File: src/rtl/alarm_sequencer.sv
// Alarm ring/snooze/timeout sequencer for the alarm clock.
// Outputs are registered, so they change the cycle after the decision that causes them.
module alarm_sequencer #(
  parameter int SNOOZE_SECS       = 300,
  parameter int RING_TIMEOUT_SECS = 60,
  parameter int MAX_SNOOZES       = 3
) (
  input  logic       clk,
  input  logic       rst,
  input  logic       tick_1hz,
  input  logic       alarm_armed,
  input  logic       adjust,
  input  logic       match,
  input  logic [5:0] secs,
  input  logic       btn_snooze,
  input  logic       btn_stop,
  output logic       ringing,
  output logic       snoozing,
  output logic       buzzer,
  output logic [9:0] snooze_remaining,
  output logic [1:0] snoozes_used
);

  typedef enum logic [1:0] {
    S_IDLE,
    S_RINGING,
    S_SNOOZE,
    S_DONE
  } state_t;

  localparam logic [9:0] SNOOZE_INIT = 10'(SNOOZE_SECS);
  localparam logic [7:0] RING_LAST   = 8'(RING_TIMEOUT_SECS - 1);
  localparam logic [1:0] MAX_USED    = 2'(MAX_SNOOZES);

  state_t     r_state,      w_state_nxt;
  logic [7:0] r_ring_cnt,   w_ring_cnt_nxt;
  logic       r_phase,      w_phase_nxt;
  logic [9:0] r_snooze_rem, w_snooze_rem_nxt;
  logic [1:0] r_snoozes,    w_snoozes_nxt;
  logic       r_ringing;
  logic       r_snoozing;
  logic       r_buzzer;
  logic       w_can_snooze;
  logic       w_trigger;

  assign w_can_snooze = (r_snoozes < MAX_USED);
  assign w_trigger    = match && (secs == 6'd0) && !adjust;

  always_comb begin
    // NOTE: every next-state signal defaults to "hold" before the case, so no path leaves one unassigned and no latch is inferred.
    w_state_nxt      = r_state;
    w_ring_cnt_nxt   = r_ring_cnt;
    w_phase_nxt      = r_phase;
    w_snooze_rem_nxt = r_snooze_rem;
    w_snoozes_nxt    = r_snoozes;

    if (!alarm_armed) begin
      w_state_nxt      = S_DONE;
      w_ring_cnt_nxt   = 8'd0;
      w_phase_nxt      = 1'b0;
      w_snooze_rem_nxt = 10'd0;
      w_snoozes_nxt    = 2'd0;
    end else begin
      unique case (r_state)
        S_IDLE: begin
          if (w_trigger) begin
            w_state_nxt    = S_RINGING;
            w_ring_cnt_nxt = 8'd0;
            w_phase_nxt    = 1'b1;
            w_snoozes_nxt  = 2'd0;
          end
        end
        S_RINGING: begin
          // Stop beats snooze, snooze beats timeout.
          if (btn_stop) begin
            w_state_nxt = S_DONE;
          end else if (btn_snooze && w_can_snooze) begin
            w_state_nxt      = S_SNOOZE;
            w_snooze_rem_nxt = SNOOZE_INIT;
            w_snoozes_nxt    = r_snoozes + 2'd1;
          end else if (tick_1hz) begin
            if (r_ring_cnt == RING_LAST) begin
              w_state_nxt = S_DONE;
            end else begin
              w_ring_cnt_nxt = r_ring_cnt + 8'd1;
              w_phase_nxt    = ~r_phase;
            end
          end
        end
        S_SNOOZE: begin
          if (btn_stop) begin
            w_state_nxt      = S_DONE;
            w_snooze_rem_nxt = 10'd0;
          end else if (tick_1hz) begin
            // <=1 rather than ==1 keeps the countdown from ever wrapping below zero.
            if (r_snooze_rem <= 10'd1) begin
              w_state_nxt      = S_RINGING;
              w_snooze_rem_nxt = 10'd0;
              w_ring_cnt_nxt   = 8'd0;
              w_phase_nxt      = 1'b1;
            end else begin
              w_snooze_rem_nxt = r_snooze_rem - 10'd1;
            end
          end
        end
        S_DONE: begin
          if (!match) begin
            w_state_nxt   = S_IDLE;
            w_snoozes_nxt = 2'd0;
          end
        end
        default: w_state_nxt = S_IDLE;
      endcase
    end
  end

  // NOTE: state is updated with non-blocking assignments so every flop samples pre-edge values, independent of statement order.
  always_ff @(posedge clk) begin
    if (rst) begin
      r_state      <= S_IDLE;
      r_ring_cnt   <= 8'd0;
      r_phase      <= 1'b0;
      r_snooze_rem <= 10'd0;
      r_snoozes    <= 2'd0;
      r_ringing    <= 1'b0;
      r_snoozing   <= 1'b0;
      r_buzzer     <= 1'b0;
    end else begin
      r_state      <= w_state_nxt;
      r_ring_cnt   <= w_ring_cnt_nxt;
      r_phase      <= w_phase_nxt;
      r_snooze_rem <= w_snooze_rem_nxt;
      r_snoozes    <= w_snoozes_nxt;
      r_ringing    <= (w_state_nxt == S_RINGING);
      r_snoozing   <= (w_state_nxt == S_SNOOZE);
      r_buzzer     <= (w_state_nxt == S_RINGING) && w_phase_nxt;
    end
  end

  assign ringing          = r_ringing;
  assign snoozing         = r_snoozing;
  assign buzzer           = r_buzzer;
  assign snooze_remaining = r_snooze_rem;
  assign snoozes_used     = r_snoozes;

endmodule
File: config.mk
export PLATFORM = sky130hd
export DESIGN_NAME = alarm_sequencer
export DESIGN_NICKNAME = d
export VERILOG_FILES = /design/src/rtl/alarm_sequencer.sv
export SDC_FILE = /design/constraint.sdc
export NUM_CORES = 1
export LEC_CHECK = 0
export ABC_AREA = 1
export CAP_MARGIN = 20
export CORE_ASPECT_RATIO = 0.9
export CORE_MARGIN = 2
export CORE_UTILIZATION = 34
export DETAILED_ROUTE_END_ITERATION = 8
export RECOVER_POWER = 25
export SYNTH_ARGS = -nofsm -noshare
export SYNTH_HDL_FRONTEND = slang
export SYNTH_SLANG_ARGS = --single-unit
File: constraint.sdc
create_clock -name clk -period 3.2 [get_ports clk]
set_input_delay 0.8 -clock clk [delete_from_list [all_inputs] [get_ports clk]]
set_output_delay 0.8 -clock clk [all_outputs]
set_load 0.01 [all_outputs]
# --- Yosys cells after proc, flatten, opt, wreduce, memory -nomap -nowiden ---
# Cells that the tools add are included.
word_totals:
  reg_bits: 26
  input_bits: 14
  output_inout_bits: 15
  word_cells: 87
classes:
  add_sub_neg: 3
  order_cmp: 2
  eq_ne: 17
  n_mux: 41
  bitwise: 2
  n_reduce_logical: 14
op_table:
  columns: ["operator", "count"]
  rows:
  - ["$mux 8", 8]
  - ["$mux 10", 5]
  - ["$mux 2", 14]
  - ["$pmux 8 s3", 1]
  - ["$ne 2x2->1 const B", 10]
  - ["$pmux 10 s2", 1]
  - ["$le 10x1->1 const B", 1]
  - ["$sub 10x1->10 const B", 1]
  - ["$mux 1", 9]
  - ["$reduce_and 9->1", 1]
  - ["$add 8x1->8 const B", 1]
  - ["$eq 8x6->1 const B", 1]
  - ["$pmux 2 s4", 1]
  - ["$eq 2x2->1 const B", 3]
  - ["$logic_not 6->1", 1]
  - ["$pmux 2 s3", 1]
  - ["$reduce_bool 3->1", 2]
  - ["$reduce_and 5->1", 1]
  - ["$eq 2x1->1 const B", 2]
  - ["$logic_and 1x1->1", 4]
  - ["$reduce_and 4->1", 1]
  - ["$ne 3x3->1 const B", 1]
  - ["$pmux 1 s3", 1]
  - ["$add 2x1->2 const B", 1]
  - ["other kinds (6)", 7]

# --- Longest topological paths before layout ---
depth:
  depth_word: 9
  mapped_depth: 11
  ltp_nobuf: 11

# --- Worst setup path after synthesis ---
# OpenSTA, ideal clock, no wires.
synth_timing:
  kind: "input to register"
  from: "in btn_snooze"
  to: "reg r_snooze_rem[9], in the netlist snooze_remaining[9]"
  setup_ns: 0.119
  arrival_time_ns: 1.670
  required_time_ns: 3.081
  slack_ns: 1.412
  stages: 10
  n_path_buf: 0
  path_cell_list: "inv_1 > nor2_1 > nand2_4 > nand2_2 > nand2_4 > nor2_4 > nand2_2 > nor2_2 > nand2_1 > nor3b_2"
synth_between:
  elab_chain_len: 3
synth_lines:
  columns: ["item", "line_no", "source"]
  rows:
  - ["from (decl)", "15", "input logic btn_snooze,"]
  - ["$logic_and 1x1->1", "77", "end else if (btn_snooze && w_can_snooze) begin"]
  - ["$ne 2x2->1 (no source line)", null, null]
  - ["$reduce_and 4->1 (no source line)", null, null]
  - ["to (signal assigned)", "132", "r_snooze_rem <= w_snooze_rem_nxt;"]
  - ["to (decl)", "38", "logic [9:0] r_snooze_rem, w_snooze_rem_nxt;"]
# No other way between the ends.
# A chain may end at the register's enable or synchronous reset.

# --- Worst setup path after layout ---
layout_timing:
  from: "in btn_stop"
  to: "reg r_snooze_rem[1], in the netlist snooze_remaining[1]"
layout_between:
  elab_chain_len: 2
  elab_cells_between_ends: 5
  classes_between: "2 x eq/ne; 2 x mux; 1 x reduce/logical"
layout_lines:
  columns: ["item", "line_no", "source"]
  rows:
  - ["from (decl)", "16", "input logic btn_stop,"]
  - ["$ne 3x3->1 (no source line) (tied with other cells)", null, null]
  - ["$reduce_and 4->1 (no source line) / $pmux 10 s2 (equally long branches)", null, null]
# Parallel ways exist; a longest one is shown, timed or not.

==> summary.md <==
The tools report the total die area as 0.00548 sq mm. The CTS H-tree depth came out at 1. The first detailed-routing pass took 4 iterations.

The clock insertion delay at the later pin of the skew report is 280 ps. The worst hold path was traced through 2 stages. Total global routing track utilization: 0.149. In this run the worst hold path is classified as reg -> reg. The aggregate negative setup slack is 0 ps, and the pin count of the biggest net entering global routing is 15. The signal on the critical path passes through dlygate4sd3_1 -> inv_2 -> nor2_2 -> inv_2 -> nand2_1 -> clkinvlp_2 -> o21ai_2 -> nand2_2 -> a211oi_2. The global-route track usage on met1 was 0.202; the largest vdd supply drop was 0.206 mV. Summing over every cut layer, the via total after detailed routing is 1,578. The startpoint identified for the worst hold timing path is r_ring_cnt[4]. Data on the critical path arrives at its endpoint at 2840 ps. In this run the register-to-register setup slack is 1270 ps. After global routing the overflow that remains totals 0. STA classifies the critical path endpoint as a register.

In this run, CTS created clock tree buffers numbering 3. The worst max-slew margin expressed relative to the limit is 0.745. The number of antenna violations at the first check in global routing was 0.

For the fraction of met3 tracks used by global routing, the log shows 0.0297. The most common library cell in the layout ignoring fill and taps was nand2_1. Clock-pin slew was measured on the worst setup and hold paths at 90 ps.

The final critical-path required period was 2650 ps. Counting distinct cell types in the post-synthesis netlist gives 31. From bottom edge to top edge, the die measures 70.4 um. Launching point of the worst reg2reg path: r_state[1]. 0 antenna diodes ended up in the layout. The delay of the slowest cell on the worst path works out to 690 ps. For the cell area reported after detailed placement, the log shows 0.00203 sq mm. The worst register-to-register path ends at snooze_remaining[1]. Averaged over all synthesized cells, the footprint is 6.64 sq um. The number of clock sinks came out at 26. met2 is the most crowded layer. The run gives 378 MHz as the peak clock frequency supported by timing. For this design, the slowest cell found on the critical path is dlygate4sd3_1. For the number of global-route vias before repair, the log shows 1,498. The setup path with the least slack is of type in -> reg. The net count of the finished layout is 302. The cell sitting at the root of the clock tree is a clkbuf_8. After detailed routing, the number of remaining DRC violations is 0.

The core area came out at 0.00477 sq mm. The run gives 0.312 as the share of synthesized area occupied by flip-flops and latches. In this run the horizontal extent of the chip is 77.8 um. The clock arrives with 6.79 ps of skew.

The number of setup buffers added after CTS is 0. The number of input and output port buffers inserted was 28; the power density normalized to cell area was 397 mW/mm^2. In this run the core area contains 24 standard-cell rows. TritonCTS built the clock tree. From synthesis to final layout, the design area changed by 24.6%.

The initial standard-cell utilization of the core is 0.349. The boundary pin count is 29. The transition time at the pin with the least slew margin was 380 ps; the total power of the final layout was 0.825 mW.

The data required time at the worst endpoint is 3400 ps. The final-report hold violation count is 0. The number of nets handed over by synthesis was 269. The library cells used most frequently in the layout, excluding fill and tap cells, are 62 x nand2_1, 36 x nor2_1, 32 x inv_1. After routing the design area is 0.00208 sq mm. Among the stages of the critical path, the cell type that occurs most often is inv_2.

Part of the cycle the worst path needs: 0.827. The depth of the worst register-to-register path was 10; the maximum buffer depth of the clock tree was 2. The hold-critical path endpoint is r_ring_cnt[4].

The Yosys warning count is 0. The beginning of the critical path is btn_stop. The global-route met2 utilization is 0.239. The iteration-0 DRC count of the detailed router is 50. After synthesis the cells add up to 0.00167 sq mm. The sum of routed wire length over all layers is 3.77 mm, and the residual antenna-violating net count after detailed routing is 0.

Final HPWL from detailed placement: 2.89 mm. Of all nets on the critical path, the largest fanout is 9. Setup repair after global routing left no endpoint under its margin.

After detailed routing, the average wire length per cell comes to 10.8 um. The tools report the number of gates given a new drive strength after cts as 0. The run gives 0 as the max-slew violation count. The run gives 6.64 mm as the wire length of the first global-routing pass. Setup violations remaining at the end of the flow were counted as 0. The layout cell share with drive strength beyond 1 was 0.120; the number of maximum-capacitance violations was 0. The hold-fix buffer count after cts is 0. Type of element launching the critical path: an input pin. The register bit total from synthesis came out at 26. After detailed routing, the number of vias per cell comes to 4.53. The run finished with clean final reports. The post-synthesis cell count is 251, and the leakage component of the power is 0.907 nW. The filler cell count in the final layout is 522. The congestion estimate from routability-driven global placement came to 0.824.
## cells in the mapped netlist, drive strengths merged
library cell	n	area, sq um
xnor2	2	17.5
dfxtp	26	521
xor2	5	43.8
or2	1	6.26
a21oi	20	100
a31o	1	8.76
nand3b	1	20.0
nand3	12	65.1
a211oi	3	27.5
ha	4	50.1
nor3b	4	40.0
o211ai	1	7.51
o21ai	12	67.6
nand2	68	288
nor3	5	36.3
buf	1	5.00
inv	38	150
nand4	3	18.8
nor2	44	195
## worst max path at each step
stage                                to  depth (start not counted)  slack [ps]
finish              snooze_remaining[1]                          9         550
global route        snooze_remaining[1]                          9         430
CTS                       r_ring_cnt[3]                          7         930
detailed placement        r_ring_cnt[7]                          7         650
global placement          r_ring_cnt[5]                          7         680
floorplan           snooze_remaining[9]                         10        1410
## state kept, by name (all words and copies together) (netlist names)
signal / cells
r_phase: 1
buzzer: 1
snooze_remaining: 10
r_ring_cnt: 8
snoozes_used: 2
snoozing: 1
ringing: 1
r_state: 2
## final cells by class
class                   instances  area (sq um)  area share
inverters                      38           149      0.0716
repair buffers                 29           288       0.138
multi-input cells             186           985       0.474
clock buffers                   4          55.1      0.0265
well taps                      65          81.3      0.0391
flip-flops and latches         26           520       0.250
## per-layer routing
layer | vias up | part of all wire
li1 | 863 | -
met1 | 692 | 0.52
met2 | 19 | 0.44
met3 | 4 | 0.028
met4 | 0 | 0.011
met5 | - | 0
## power breakdown
| part | switching (mW) | internal (mW) |
|---|---|---|
| clock | 0.108 | 0.110 |
| combinational | 0.155 | 0.0976 |
| sequential | 0.0154 | 0.339 |
| total | 0.279 | 0.547 |
## cells by family (layout without fill, tap and decap cells)
| kind of cell | Yosys count | in the layout | share of synthesized area |
|---|---|---|---|
| buffers and inverters | 39 | 71 | 0.0930 |
| adders and majority gates | 4 | 4 | 0.0300 |
| AOI/OAI and AO/OA | 37 | 37 | 0.127 |
| and+or+nand+nor | 138 | 138 | 0.401 |
| xor gates and xnor gates | 7 | 7 | 0.0368 |
| DFF | 26 | 26 | 0.312 |
## critical path, delay by kind of cell
kind	cells	cell delay (ps)
simple gates	3	520
compound gates	2	320
buf+inv	4	1200
## through the flow
stage                      util  hold slack (ps)  instances  worst slack (ps)
after floorplan               -              458        251              1410
after global placement    0.426              473        344               684
after detailed placement  0.426              474        344               651
after CTS                 0.437              488        348               931
after global routing      0.435              528        348               426
final                     0.435              489        348               554
Power figures use the tool's default switching activity.
